`config.mk`:
```
export PLATFORM = sky130hd
export DESIGN_NAME = instruction_fetch_queue
export DESIGN_NICKNAME = d
export VERILOG_FILES = /design/src/rtl/instruction_fetch_queue.sv
export SDC_FILE = /design/constraint.sdc
export NUM_CORES = 1
export LEC_CHECK = 0
export BUFFER_PORTS_ARGS = -buffer_cell sky130_fd_sc_hd__clkbuf_2
export CORE_ASPECT_RATIO = 1.4
export CORE_MARGIN = 2
export CORE_UTILIZATION = 51
export CTS_CLUSTER_DIAMETER = 100
export DETAILED_ROUTE_END_ITERATION = 12
export PLACE_DENSITY = 0.7
export SLEW_MARGIN = 0
export SYNTH_ARGS = -nofsm -noshare
export SYNTH_HDL_FRONTEND = slang
export SYNTH_SLANG_ARGS = --single-unit
```
`constraint.sdc`:
```
create_clock -name clk -period 5.2 [get_ports clk]
set_input_delay 0.52 -clock clk [delete_from_list [all_inputs] [get_ports clk]]
set_output_delay 0.52 -clock clk [all_outputs]
set_load 0.01 [all_outputs]
```
`src/rtl/instruction_fetch_queue.sv`:
```
// -----------------------------------------------------------------------------
// instruction_fetch_queue
//
// Fetch stage sitting between the instruction counter and decode. Each cycle
// it may issue a read of the synchronous instruction ROM (1-cycle latency) at
// the counter's current address. It tags the returned word with that address,
// buffers it in a small FIFO and presents the FIFO head to decode over a
// valid/ready handshake. It freezes the counter with fetch_stall when every
// slot is claimed. A taken branch (flush) discards all fetched state.
//
// Configuration macro:
//   IFQ_BYPASS_EN  when defined, a ROM word returning into an empty queue is
//                  presented to decode combinationally in the same cycle
//                  (latency N+1). When undefined, every word passes through
//                  the FIFO (latency N+2).
//
// Ports:
//   clk          in   system clock, rising edge
//   reset        in   asynchronous active-low reset (0 = reset)
//   pc_addr      in   current program address from the instruction counter
//   flush        in   taken branch/jump this cycle
//   fetch_stall  out  counter must hold pc_addr this cycle
//   imem_rd_en   out  ROM read strobe
//   imem_addr    out  ROM read address (= pc_addr)
//   imem_rdata   in   ROM data, valid the cycle after imem_rd_en
//   instr_out    out  instruction at queue head
//   instr_pc     out  address tag of instr_out
//   instr_valid  out  instr_out/instr_pc valid
//   instr_ready  in   decode accepts the head this cycle
// -----------------------------------------------------------------------------
module instruction_fetch_queue #(
  parameter int ADDR_W = 11,
  parameter int DATA_W = 32,
  parameter int DEPTH  = 4
) (
  input  logic              clk,
  input  logic              reset,
  input  logic [ADDR_W-1:0] pc_addr,
  input  logic              flush,
  output logic              fetch_stall,
  output logic              imem_rd_en,
  output logic [ADDR_W-1:0] imem_addr,
  input  logic [DATA_W-1:0] imem_rdata,
  output logic [DATA_W-1:0] instr_out,
  output logic [ADDR_W-1:0] instr_pc,
  output logic              instr_valid,
  input  logic              instr_ready
);

  localparam int PTR_W = $clog2(DEPTH);
  localparam int CNT_W = PTR_W + 1;
  // One extra bit so count + inflight can reach DEPTH without wrapping.
  localparam logic [CNT_W:0] DEPTH_OCC = (CNT_W + 1)'(DEPTH);

  typedef struct packed {
    logic [DATA_W-1:0] data;
    logic [ADDR_W-1:0] pc;
  } entry_t;

  entry_t             mem [DEPTH];
  logic [PTR_W-1:0]   rd_ptr, wr_ptr;
  logic [CNT_W-1:0]   count;
  logic               inflight;
  logic [ADDR_W-1:0]  inflight_tag;
  entry_t             head_q;

  logic [CNT_W:0]     occupancy;
  logic               issue;
  logic               fifo_valid;
  logic               ret_valid;
  logic               bypass_take;
  logic               push;
  logic               pop;
  entry_t             ret_entry;
  logic [PTR_W-1:0]   rd_ptr_n;
  logic [PTR_W-1:0]   wr_ptr_n;
  logic [CNT_W-1:0]   count_n;

  // ---------------------------------------------------------------------------
  // Issue / stall. The inflight word already owns a slot, so it is counted
  // against capacity; a pop in the same cycle is not, which keeps the
  // occupancy path free of the decode-side ready.
  // ---------------------------------------------------------------------------
  always_comb begin
    occupancy   = {1'b0, count} + (CNT_W + 1)'(inflight);
    issue       = reset && !flush && (occupancy < DEPTH_OCC);
    imem_rd_en  = issue;
    imem_addr   = pc_addr;
    fetch_stall = reset && !flush && !issue;
  end

  // ---------------------------------------------------------------------------
  // Return, push, pop and output selection.
  // ---------------------------------------------------------------------------
  always_comb begin
    fifo_valid = (count != '0);
    ret_valid  = inflight && !flush;
    ret_entry  = '{data: imem_rdata, pc: inflight_tag};
`ifdef IFQ_BYPASS_EN
    bypass_take = ret_valid && !fifo_valid && instr_ready;
    if (ret_valid && !fifo_valid) begin
      instr_valid = 1'b1;
      instr_out   = imem_rdata;
      instr_pc    = inflight_tag;
    end else begin
      instr_valid = fifo_valid;
      instr_out   = head_q.data;
      instr_pc    = head_q.pc;
    end
`else
    bypass_take = 1'b0;
    instr_valid = fifo_valid;
    instr_out   = head_q.data;
    instr_pc    = head_q.pc;
`endif
    push     = ret_valid && !bypass_take;
    pop      = fifo_valid && instr_ready && !flush;
    rd_ptr_n = pop  ? rd_ptr + PTR_W'(1) : rd_ptr;
    wr_ptr_n = push ? wr_ptr + PTR_W'(1) : wr_ptr;
    count_n  = count + CNT_W'(push) - CNT_W'(pop);
  end

  // ---------------------------------------------------------------------------
  // Control state. The head is kept in its own register so the output is
  // registered and holds its last value while the queue is empty.
  // ---------------------------------------------------------------------------
  // NOTE: sequential state uses non-blocking assignments only, so every
  // register samples the pre-edge values computed by the always_comb blocks.
  always_ff @(posedge clk or negedge reset) begin
    if (!reset) begin
      rd_ptr       <= '0;
      wr_ptr       <= '0;
      count        <= '0;
      inflight     <= 1'b0;
      inflight_tag <= '0;
      head_q       <= '0;
    end else if (flush) begin
      rd_ptr   <= '0;
      wr_ptr   <= '0;
      count    <= '0;
      inflight <= 1'b0;
    end else begin
      rd_ptr   <= rd_ptr_n;
      wr_ptr   <= wr_ptr_n;
      count    <= count_n;
      inflight <= issue;
      if (issue) inflight_tag <= pc_addr;
      // The new head is the word being written only when the queue would
      // otherwise be empty; a push can never land on a still-occupied head.
      if (count_n != '0) begin
        head_q <= (push && (wr_ptr == rd_ptr_n)) ? ret_entry : mem[rd_ptr_n];
      end
    end
  end

  // NOTE: the storage array has no reset; count and the pointers define which
  // entries are live, so stale contents are never observed.
  always_ff @(posedge clk) begin
    if (push) mem[wr_ptr] <= ret_entry;
  end

endmodule

```
## After elaboration in Yosys (flattened, before gate mapping)

Memories as Yosys holds them, arrays and structs flattened. A register that Yosys moved wholly into a read port is not among the register bits.
Cells that the tools add are included.

- Register bits after elaboration: 19
- RAM bits: 172
- Input bits: 47
- Output and inout bits: 57
- Word-level logic and storage cells: 35
- Memories kept: 1

Memories:

| memory | words | bits a word | read ports | clocked after Yosys merged registers in | wr ports | line | text |
|---|---|---|---|---|---|---|---|
| mem | 4 | 43 | 1 | 1 | 1 | 60 | `entry_t mem [DEPTH];` |

- $add $sub $neg: 5
- Magnitude comparators: 1
- Multiplexer cells: 8
- Bitwise gates (word level): 1
- Reductions and logical operators: 14

Operators with widths:

| kind | count |
|---|---|
| $mux W2 | 4 |
| $logic_and A1 B1 Y1 | 6 |
| $reduce_bool A3 Y1 | 2 |
| $add A2 B1 Y2 const B | 2 |
| $add A3 B1 Y4 | 1 |
| $lt A4 B3 Y1 const B | 1 |
| $reduce_and A2 Y1 | 2 |
| $add A3 B1 Y3 | 1 |
| $logic_not A1 Y1 | 3 |
| $mux W1 | 3 |
| $mux W3 | 1 |
| $sub A3 B1 Y3 | 1 |
| $reduce_bool A2 Y1 | 1 |
| $not A1 Y1 | 1 |

## Logic depth before layout (Yosys ltp)

Gate-level depths: netlist of run 1.

- Word-level depth: 6
- Mapped depth: 18
- Depth with buffers taken out: 14

## Least setup slack after synthesis of run 1

No wires, ideal clock.

- Path type: input to register
- Start: input flush
- End: register head_q, in the netlist instr_out[0]
- Library setup time: 134 ps
- Arrival time: 3306 ps
- Data required time: 5066 ps
- Setup slack: 1760 ps
- Stages: 17
- Buffers on the path: 5
- Cells stage by stage: nand2b_1 -> nand2b_1 -> buf_6 -> inv_2 -> clkbuf_1 -> ha_1 -> inv_1 -> ha_1 -> inv_1 -> fa_1 -> xnor2_1 -> a31o_2 -> clkbuf_1 -> a21o_1 -> buf_2 -> buf_6 -> o221ai_2

- Word-level cells in the longest chain between the ends: 6
- Elaborated cells on any way between the ends: 9
- Classes of those cells: add/sub: 2; mux: 1; bitwise: 1; reduce/logical: 5

RTL lines:

| item | line | text |
|---|---|---|
| from (decl) | 39 | `input logic flush,` |
| $logic_not A1 Y1 | 97, 117 |  |
| $logic_and A1 B1 Y1 | 97 | `ret_valid = inflight && !flush;` |
| $add A3 B1 Y3 | 120 | `count_n = count + CNT_W'(push) - CNT_W'(pop);` |
| $sub A3 B1 Y3 | 120 |  |
| $reduce_bool A3 Y1 | 150 | `if (count_n != '0) begin` |
| $reduce_and A2 Y1 (no line) | - |  |
| to (signal assigned) | 151 | `head_q <= (push && (wr_ptr == rd_ptr_n)) ? ret_entry : mem[rd_ptr_n];` |
| to (decl) | 65 | `entry_t head_q;` |

Parallel ways exist; a longest one is shown, timed or not.
A chain may end at the register's enable or synchronous reset.

## Final worst setup path of run 1

- Start: register count[2]
- End: register head_q, in the netlist instr_pc[7]

- Word-level cells in the longest chain between the ends: 6
- Elaborated cells on any way between the ends: 8
- Classes of those cells: add/sub: 2; mux: 1; reduce/logical: 5

RTL lines:

| item | line | text |
|---|---|---|
| from (decl) | 62 | `logic [CNT_W-1:0] count;` |
| from (signal assigned) | 145 | `count <= count_n;` |
| branches (longest 6 deep; another with $add A3 B1 Y3) | - |  |

Parallel ways; which one is timed is not known.

==> metrics, run 1 <==
GRT Util Overall 22.0%; Slowest-stage cell, CP nand3_4; wire length per cell 20.5 um; hold_buf cts 0; final instance area 12,200 sq um; Vert. Die Dim 176 um; path depth of the worst reg2reg path 13; htree depth 1; initial antenna violation count 0; Clock Path Buffers 3; pin count of the biggest net entering global routing 116; post-synth top area share 48.0%; Final Net Count 987; crit share post-route 67.9%; detailed placement HPWL 13,800 um; Detailed Route WL 24,700 um; WP data arrival 3920 ps; minimum clock period 3530 ps; max incr delay on CP 650 ps; sequential share of the synthesized area 62.4%; Area contributors post-synth edfxtp_1 (48%), dfrtp_1 (14%), o221ai_2 (5.6%), mux2_2 (4.5%), o21ai_0 (3.9%); Setup CP Type flip-flop to flip-flop; most common cell after layout, fill and taps aside edfxtp_1; commonest non-fill, non-tap cells in the layout edfxtp_1 (172), clkbuf_2 (102), o21ai_0 (84), dfrtp_1 (60), nand2_1 (56); final count of pins violating max slew 0; Area after DPL 11,300 sq um; die area 22,300 sq um; Worst Tran Pin Value 1080 ps; max_cap viols 0; Routability Congestion 0.741; Inserted Clock Buffers 23; vias in the first global route 7,327; r2r endpoint instr_pc[7]$_DFFE_PN0P_; final hold violations 0; outcome complete, no violations; post_cts resized 0; TritonCTS clock tree done; # fillers 1,619; Hold Crit Class input port to asynchronous set/reset pin; Synth Flop Type edfxtp_1; grt ovf 0; Synth area leader edfxtp_1; post-synthesis register bit count 234; Vias 7,413; placed cell count 1,163; final setup TNS 0 ps; Synth cell types 41; Buffers on Ports 103; total core area 20,600 sq um; drt drc 0; share of layout cells above drive strength 1 26.4%; synth warn 0; fmax 283 MHz; Die W 127 um; 1st-iter DRT viols 467; Peak VDD IR 0.337 mV; Leakage Power 4.45 nW; Critical Path End Type flip-flop; vias per inst 6.16; Power per Cell Area 489 nW/um^2; Post-Syn Instances 877; DR pass1 iterations 5; cell chain of the critical path nor3_2 > inv_2 > nand2b_4 > clkinv_2 > ha_1 > inv_1 > ha_1 > inv_1 > fa_1 > xnor2_1 > a31oi_1 > nand3_4 > o221ai_2; postcts setup bufs 0; non-filler instance count after layout 1,204; R2R Path Start count[2]$_DFF_PN0_; first-pass GRT wire length 38,800 um; Clock Root Buffer clkbuf_16; Slew Limit Headroom 28.2%; Hold Slack 110 ps; starting density of the core 52.2%; synthesized area 10,800 sq um; Final ANT Viol Nets 0; Req. time, crit path 5590 ps; Crit Path Max Fanout 43; ant diodes 0; clock slew at reported path FFs 60 ps; Rows 62; reg2reg setup slack 1670 ps; Clock Latency Late Sink 510 ps; Post-Syn Area per Cell 12.3 sq um; final setup vio count 0; Ports 104; Post-synth EDFFs 172; CP startpoint kind flip-flop; clock sinks 234; area delta synth->final 13.2%; fraction of registers with async set/reset 26.5%; nets in the synthesized netlist 932; RSZ-0062 raised after global routing no; Clock Skew 11.5 ps
==> cells by family (layout without fill, tap and decap cells) <==
| family | after synthesis | count (layout) | synth area share (%) |
|---|---|---|---|
| compound gates | 276 | 276 | 18.7 |
| flops | 234 | 234 | 62.4 |
| simple gates | 171 | 171 | 7.02 |
| buf+inv | 138 | 209 | 5.68 |
| mux | 46 | 46 | 4.82 |
| fa+ha+maj | 8 | 8 | 1.00 |
| xor+xnor | 4 | 4 | 0.325 |
==> power breakdown <==
group | internal (mW) | total (mW) | switching [mW] | leakage, nW
Clock | 1.14 | 1.82 | 0.678 | 0.409
Combinational | 0.602 | 1.62 | 1.02 | 1.71
Sequential | 2.30 | 2.52 | 0.218 | 2.33
Total | 4.04 | 5.96 | 1.92 | 4.45
==> Yosys cell counts, drive strengths merged, types with 2 or more instances <==
cell    count
a21oi      45
and2        4
and3b       2
buf        34
clkbuf     51
dfrtp      62
edfxtp    172
ha          7
inv        53
mux2       44
mux2i       2
nand2      56
nand2b      2
nand4       2
nor2       55
nor3       43
o21ai      97
o221ai     84
o22ai      45
xnor2       4
==> layout make-up <==
| cell class | instances | area, sq um | area share, % |
|---|---|---|---|
| Clock inverter | 7 | 135 | 1.11 |
| Clock buffer | 34 | 709 | 5.82 |
| Multi-Input combinational cell | 505 | 3470 | 28.5 |
| Sequential cell | 234 | 6720 | 55.2 |
| Timing Repair Buffer | 115 | 621 | 5.10 |
| Tap cell | 256 | 320 | 2.63 |
| Inverter | 53 | 200 | 1.64 |
==> sequential cells by signal, summed over array words and instances (netlist names) <==
name and flops:
wr_ptr 2, count 3, instr_pc 11, mem 172, rd_ptr 2, instr_out 32
inflight 1, inflight_tag 11
==> stage by stage <==
| step | setup slack (ps) | utilization, % | power [mW] |
|---|---|---|---|
| 6_report | 1670 | 59.0 | 5.96 |
| 2_1_floorplan | 1760 | - | 3.64 |
| 3_3_place_gp | 1500 | 54.9 | 4.12 |
| 5_1_grt | 1450 | 59.0 | 6.25 |
| 3_5_place_dp | 1450 | 54.9 | 4.17 |
| 4_1_cts | 1630 | 59.0 | 5.99 |
==> worst max-delay path, delay by kind of cell, from the launching register on <==
| kind | cells | cell delay [ps] |
|---|---|---|
| adder cells (fa/ha/maj) | 3 | 780 |
| AND/OR/NAND/NOR | 3 | 1070 |
| XOR/XNOR | 1 | 170 |
| AO/OA/AOI/OAI | 2 | 700 |
| buffers and inverters | 4 | 240 |
| flip-flops | 1 | 420 |
==> metal layers <==
layer  part of all wire, %  GRT usage [%]  vias up
li1                      -              -     3433
met1                    40           27.2     3688
met2                    52           39.3      245
met3                   5.7           3.32       47
met4                   2.3           7.37        0
met5                     0              0        -
==> how the worst max path moves through the flow <==
stage          cells past startpoint                   endpoint                from  slack [ps]
4_1_cts                           13  instr_out[14]$_DFFE_PN0P_  count[2]$_DFF_PN0_        1630
2_1_floorplan                     17   instr_out[0]$_DFFE_PN0P_               flush        1760
6_report                          13    instr_pc[7]$_DFFE_PN0P_  count[2]$_DFF_PN0_        1670
3_5_place_dp                      13  instr_out[14]$_DFFE_PN0P_               flush        1450
3_3_place_gp                      13  instr_out[13]$_DFFE_PN0P_               flush        1500
5_1_grt                           13  instr_out[14]$_DFFE_PN0P_  count[2]$_DFF_PN0_        1450
No activity file was read; power rests on OpenSTA's default activity.
==> run 2, diff against run 1 <==
Clock period 5.2 ns to 3.5 ns, I/O delays scaled along.
==> metrics, run 2 (synthesized netlist as in run 1, its figures left out) <==
Clock Root Buffer clkbuf_16 (unchanged); max FFs per register 172 (unchanged); area delta synth->final 13.1% (was 13.2%); DP Worst Slack 172 ps (was 1450 ps); Detailed Route WL 25,200 um (was 24,700 um); htree depth 1 (unchanged); logic gate share of total power 28.4% (was 27.3%); Routability Congestion 0.736 (was 0.741); vias per inst 6.19 (was 6.16); Inserted Clock Buffers 23 (unchanged); outcome complete, no violations (unchanged); Crit Path Max Fanout 32 (was 43); CP startpoint kind flip-flop (unchanged); most common cell after layout, fill and taps aside edfxtp_1 (unchanged); path depth of the worst reg2reg path 14 (was 13); total core area 20,600 sq um (unchanged); P_sw 2.87 mW (was 1.92 mW); Power per Cell Area 713 nW/um^2 (was 489 nW/um^2); ant diodes 0 (unchanged); final setup TNS 0 ps (unchanged); Rows 62 (unchanged); detailed placement HPWL 14,200 um (was 13,800 um); minimum clock period 3320 ps (was 3530 ps); Clock Skew 11.4 ps (was 11.5 ps); postcts setup bufs 0 (unchanged); GRT Util Overall 22.8% (was 22.0%); Leakage Power 4.44 nW (was 4.45 nW); reg2reg setup slack 180 ps (was 1670 ps); Clock Path Buffers 3 (unchanged); Final Net Count 994 (was 987); Setup CP Type flip-flop to flip-flop (unchanged); Flop pwr share 42.9% (was 42.2%); Vias 7,493 (was 7,413); DR pass1 iterations 5 (unchanged); clock sinks 234 (unchanged); fmax 301 MHz (was 283 MHz); crit share post-route 95.0% (was 67.9%); wire length per cell 20.8 um (was 20.5 um); pin count of the biggest net entering global routing 120 (was 116); Die W 127 um (unchanged); post_cts resized 0 (unchanged); Req. time, crit path 3850 ps (was 5590 ps); starting density of the core 52.2% (unchanged); Pint 5.81 mW (was 4.04 mW); Critical Path End instr_out[13]$_DFFE_PN0P_ (was instr_pc[7]$_DFFE_PN0P_); Clock Latency Late Sink 510 ps (about the same); most flop-heavy register mem (unchanged); hold_buf cts 0 (unchanged); Hold Crit Class input port to flip-flop (was input port to asynchronous set/reset pin); first-pass GRT wire length 40,300 um (was 38,800 um); drt drc 0 (unchanged); Final ANT Viol Nets 0 (unchanged); WP data arrival 3670 ps (was 3920 ps); grt ovf 0 (unchanged); final count of pins violating max slew 0 (unchanged); Peak VDD IR 0.460 mV (was 0.337 mV); TritonCTS clock tree done (unchanged); commonest non-fill, non-tap cells in the layout edfxtp_1 (172), clkbuf_2 (102), o21ai_0 (84), dfrtp_1 (60), nand2_1 (56) (unchanged); Ports 104 (unchanged); final setup vio count 0 (unchanged); Clock Power Share 28.7% (was 30.5%); Buffers on Ports 103 (unchanged); clock slew at reported path FFs 60 ps (about the same); Worst Tran Pin Value 1120 ps (was 1080 ps); worst setup margin 176 ps (was 1670 ps); crit path from count[2]$_DFF_PN0_ (unchanged); vias in the first global route 7,539 (was 7,327); RSZ-0062 raised after global routing no (unchanged); share of layout cells above drive strength 1 26.8% (was 26.4%); initial antenna violation count 0 (unchanged); r2r endpoint instr_out[13]$_DFFE_PN0P_ (was instr_pc[7]$_DFFE_PN0P_); die area 22,300 sq um (unchanged); 1st-iter DRT viols 458 (was 467); Critical Path End Type flip-flop (unchanged); Vert. Die Dim 176 um (unchanged); R2R Path Start count[2]$_DFF_PN0_ (unchanged); max_cap viols 0 (unchanged); switching share of power 33.1% (was 32.2%); final hold violations 0 (unchanged); Slew Limit Headroom 25.6% (was 28.2%)
-- run 2: changes by cell type in the layout (fill, tap and decap cells not counted), sizes merged --
| cell | change |
|---|---|
| clkbuf | -8 |
| clkinv | +8 |
| buf | +7 |
| bufinv | -1 |
| inv | +1 |
-- run 2: cell type report --
| class | count | area [sq um] |
|---|---|---|
| inverter | 53 | 200 |
| tap | 256 | 320 |
| fill | 1656 | 8460 |
| clock inverter | 15 | 153 |
| multi-input combinational | 505 | 3470 |
| sequential | 234 | 6720 |
| clock buffer | 26 | 607 |
| timing repair buffer | 122 | 698 |
-- run 2: worst max-delay path, cell delays in order, from the launching register on --
cell and delay (ps):
dfrtp_1 410, nor3_2 340, inv_2 100, nand2b_4 80, clkinv_2 50, ha_1 280, inv_1 50, ha_1 130
inv_1 40, fa_1 370, xnor2_1 300, a31o_2 220, a21o_2 100, buf_4 490, o221ai_1 190
-- run 2: power groups by stage --
stage	clock, mW	sequential, mW	combinational, mW
detailed placement	0	3.76	2.49
CTS	2.53	3.72	2.49
global route	2.64	3.77	2.73
floorplan	0	3.76	1.64
global placement	0	3.77	2.40
finish	2.49	3.72	2.47
-- run 2: per-stage QoR --
| step | instance area [sq um] | instances | hold slack [ps] | total power [mW] | util (%) |
|---|---|---|---|---|---|
| floorplan | 10800 | 877 | 54.4 | 5.40 | - |
| global placement | 11400 | 1170 | 475 | 6.18 | 55.3 |
| detailed placement | 11400 | 1170 | 477 | 6.25 | 55.3 |
| CTS | 12200 | 1211 | 50.5 | 8.73 | 59.0 |
| global route | 12200 | 1211 | 75.8 | 9.14 | 59.0 |
| finish | 12200 | 1211 | 66.3 | 8.68 | 59.0 |
-- run 2: per-layer routing --
layer	share of wire [%]	GRT usage [%]	wire length [um]	vias to the layer above
met1	41	29.4	10200	3746
li1	-	-	-	3448
met5	0	0	0	-
met3	6.7	3.17	1680	39
met2	50	40.1	12700	260
met4	2.2	7.01	557	0
-- run 2: worst min-delay path by stage --
stage               depth (start not counted)                          end                 startpoint  slack, ps
global route                                3  inflight_tag[5]$_DFFE_PN0P_                 pc_addr[5]         80
global placement                            2    instr_out[31]$_DFFE_PN0P_  instr_out[31]$_DFFE_PN0P_        480
CTS                                         3  inflight_tag[2]$_DFFE_PN0P_                 pc_addr[2]         50
finish                                      3  inflight_tag[2]$_DFFE_PN0P_                 pc_addr[2]         70
floorplan                                   0           count[0]$_DFF_PN0_                      reset         50
detailed placement                          2     instr_out[4]$_DFFE_PN0P_   instr_out[4]$_DFFE_PN0P_        480
==> run 3, diff against run 2 <==
Settings changed: BUFFER_PORTS_ARGS -buffer_cell sky130_fd_sc_hd__clkbuf_2 to default, DONT_BUFFER_PORTS from default to 1, PLACE_DENSITY 0.7 to 0.66.
==> metrics, run 3 (synthesized netlist as in run 1, its figures left out) <==
minimum clock period 3290 ps (was 3320 ps); clock sinks 234 (unchanged); post-layout utilization of the core 58.7% (was 59.0%); logic gate share of total power 25.1% (was 28.4%); Slew Limit Headroom 24.5% (was 25.6%); max layer used met4 (unchanged); Hold Slack 31.8 ps (was 66.3 ps); Min-Delay Startpoint pc_addr[5] (was pc_addr[2]); first-pass GRT wire length 42,500 um (was 40,300 um); Vias 7,372 (was 7,493); final count of pins violating max slew 0 (unchanged); Rows 62 (unchanged); Final ANT Viol Nets 0 (unchanged); Worst Tran Pin Value 1130 ps (was 1120 ps); vias in the first global route 7,971 (was 7,539); max_cap viols 0 (unchanged); pin count of the biggest net entering global routing 117 (was 120); htree depth 1 (unchanged); ant diodes 0 (unchanged); Slowest-stage cell, CP buf_4 (unchanged); Clock Root Buffer clkbuf_16 (unchanged); Clock Skew 8.06 ps (was 11.4 ps); Buffers on Ports 0 (was 103); Cells on Worst Hold Path 2 (was 3); wire length per cell 23.4 um (was 20.8 um); CP startpoint kind flip-flop (unchanged); Vert. Die Dim 176 um (unchanged); drt drc 0 (unchanged); Ports 104 (unchanged); Peak VDD IR 0.567 mV (was 0.460 mV); GRT Util Overall 24.1% (was 22.8%); non-filler instance count after layout 1,151 (was 1,211); Die W 127 um (unchanged); metal2 WL 14,000 um (was 12,700 um); wl on met1 10,200 um (about the same); placed cell count 1,065 (was 1,170); commonest non-fill, non-tap cells in the layout edfxtp_1 (172), o21ai_0 (84), dfrtp_1 (60), nand2_1 (56), nor2_1 (55) (was edfxtp_1 (172), clkbuf_2 (102), o21ai_0 (84), dfrtp_1 (60), nand2_1 (56)); Clock Path Buffers 3 (unchanged); outcome complete, no violations (unchanged); fmax 304 MHz (was 301 MHz); TritonCTS clock tree done (unchanged); area delta synth->final 12.6% (was 13.1%); final setup vio count 0 (unchanged); Clock Latency Late Sink 500 ps (was 510 ps); switching share of power 33.1% (about the same); 1st-iter DRT viols 517 (was 458); final setup TNS 0 ps (unchanged); Clock Power Share 29.3% (was 28.7%); path depth of the worst reg2reg path 15 (was 14); Crit Path Max Fanout 44 (was 32); most common cell after layout, fill and taps aside edfxtp_1 (unchanged); Detailed Route WL 26,900 um (was 25,200 um); Leakage Power 4.20 nW (was 4.44 nW); Pint 5.72 mW (was 5.81 mW); share of layout cells above drive strength 1 16.8% (was 26.8%); starting density of the core 52.2% (unchanged); Routability Congestion 0.842 (was 0.736); total core area 20,600 sq um (unchanged); # fillers 1,615 (was 1,656); WHS Endpoint inflight_tag[5]$_DFFE_PN0P_ (was inflight_tag[2]$_DFFE_PN0P_); vias per inst 6.40 (was 6.19); R2R Path Start count[2]$_DFF_PN0_ (unchanged); clock slew at reported path FFs 60 ps (about the same); grt ovf 0 (unchanged); P_sw 2.83 mW (was 2.87 mW); met3 WL 1870 um (was 1680 um); WP data arrival 3660 ps (was 3670 ps); Hold Crit Class input port to flip-flop (unchanged); r2r endpoint instr_out[12]$_DFFE_PN0P_ (was instr_out[13]$_DFFE_PN0P_); Req. time, crit path 3870 ps (was 3850 ps); initial antenna violation count 0 (unchanged); crit share post-route 94.0% (was 95.0%); Final Net Count 934 (was 994); max FFs per register 172 (unchanged); cell chain of the critical path nor3_2 > inv_2 > nand2b_4 > inv_2 > ha_1 > inv_1 > ha_1 > inv_1 > fa_1 > xnor2_1 > a31o_2 > buf_4 > a21oi_1 > a22oi_1 > o21ai_0 (was nor3_2 > inv_2 > nand2b_4 > clkinv_2 > ha_1 > inv_1 > ha_1 > inv_1 > fa_1 > xnor2_1 > a31o_2 > a21o_2 > buf_4 > o221ai_1); max incr delay on CP 490 ps (about the same); most flop-heavy register mem (unchanged); final hold violations 0 (unchanged); RSZ-0062 raised after global routing no (unchanged); die area 22,300 sq um (unchanged); reg2reg setup slack 210 ps (was 180 ps); Flop pwr share 45.5% (was 42.9%); detailed placement HPWL 15,100 um (was 14,200 um); Power per Cell Area 706 nW/um^2 (was 713 nW/um^2); Setup CP Type flip-flop to flip-flop (unchanged); DR pass1 iterations 5 (unchanged); Inserted Clock Buffers 23 (unchanged); Critical Path End Type flip-flop (unchanged)
[run 3: cell count changes in the layout (fill, tap and decap cells not counted), moves of 2 or more]
cell | before | now
clkinv_1 | 6 | 2
clkbuf_1 | 1 | 7
buf_4 | 17 | 14
clkbuf_2 | 102 | 0
clkbuf_8 | 2 | 0
dlygate4sd3_1 | 0 | 44
[run 3: area by class of cell]
class | instances | area, sq um | area share [%]
tap | 256 | 320 | 2.64
clock buffer | 30 | 602 | 4.97
sequential | 234 | 6720 | 55.5
inverter | 53 | 199 | 1.64
multi-input combinational | 505 | 3480 | 28.7
timing repair buffer | 62 | 633 | 5.23
clock inverter | 11 | 159 | 1.31
[run 3: how the worst max path moves through the flow]
stage                        from                   endpoint  depth (start not counted)
3_5_place_dp   count[2]$_DFF_PN0_    instr_pc[6]$_DFFE_PN0P_                         14
3_3_place_gp   count[2]$_DFF_PN0_  instr_out[14]$_DFFE_PN0P_                         14
4_1_cts        count[2]$_DFF_PN0_    instr_pc[6]$_DFFE_PN0P_                         14
6_report       count[2]$_DFF_PN0_  instr_out[12]$_DFFE_PN0P_                         15
2_1_floorplan  count[2]$_DFF_PN0_   instr_out[0]$_DFFE_PN0P_                         18
5_1_grt        count[2]$_DFF_PN0_  instr_out[12]$_DFFE_PN0P_                         15
[run 3: worst max-delay path, delay by kind of cell, from the launching register on]
family	cells	cell delay, ps
xor gates and xnor gates	1	280
DFF	1	420
and+or+nand+nor	2	330
adders and majority gates	3	810
AOI/OAI and AO/OA	4	570
buffers and inverters	5	730
[run 3: timing repair]
item / CTS / global route
hold buffers: 45 / 0
gates resized for setup: 0 / 1
endpoints found under the hold margin: 208 / 0
setup endpoints to repair: 0 / 1
buffers inserted: 0 / 0
[run 3: power by group through the flow]
stage	sequential (mW)	clock [mW]	combinational, mW
floorplan	3.76	0	1.64
global placement	3.93	0	1.96
detailed placement	3.95	0	2.07
CTS	3.90	2.54	2.14
global route	3.93	2.66	2.36
finish	3.89	2.51	2.15
[run 3: per-stage QoR]
stage	setup WS (ps)	power [mW]	instance area [sq um]
floorplan	175	5.40	10800
global placement	341	5.89	10900
detailed placement	182	6.02	10900
CTS	161	8.58	12100
global route	38.3	8.95	12100
finish	210	8.56	12100
[run 3: layer usage]
metal	global-route usage, %	vias up
met1	28.5	3690
met3	4.51	76
met2	43.2	284
li1	-	3322
met5	0	-
met4	9.84	0
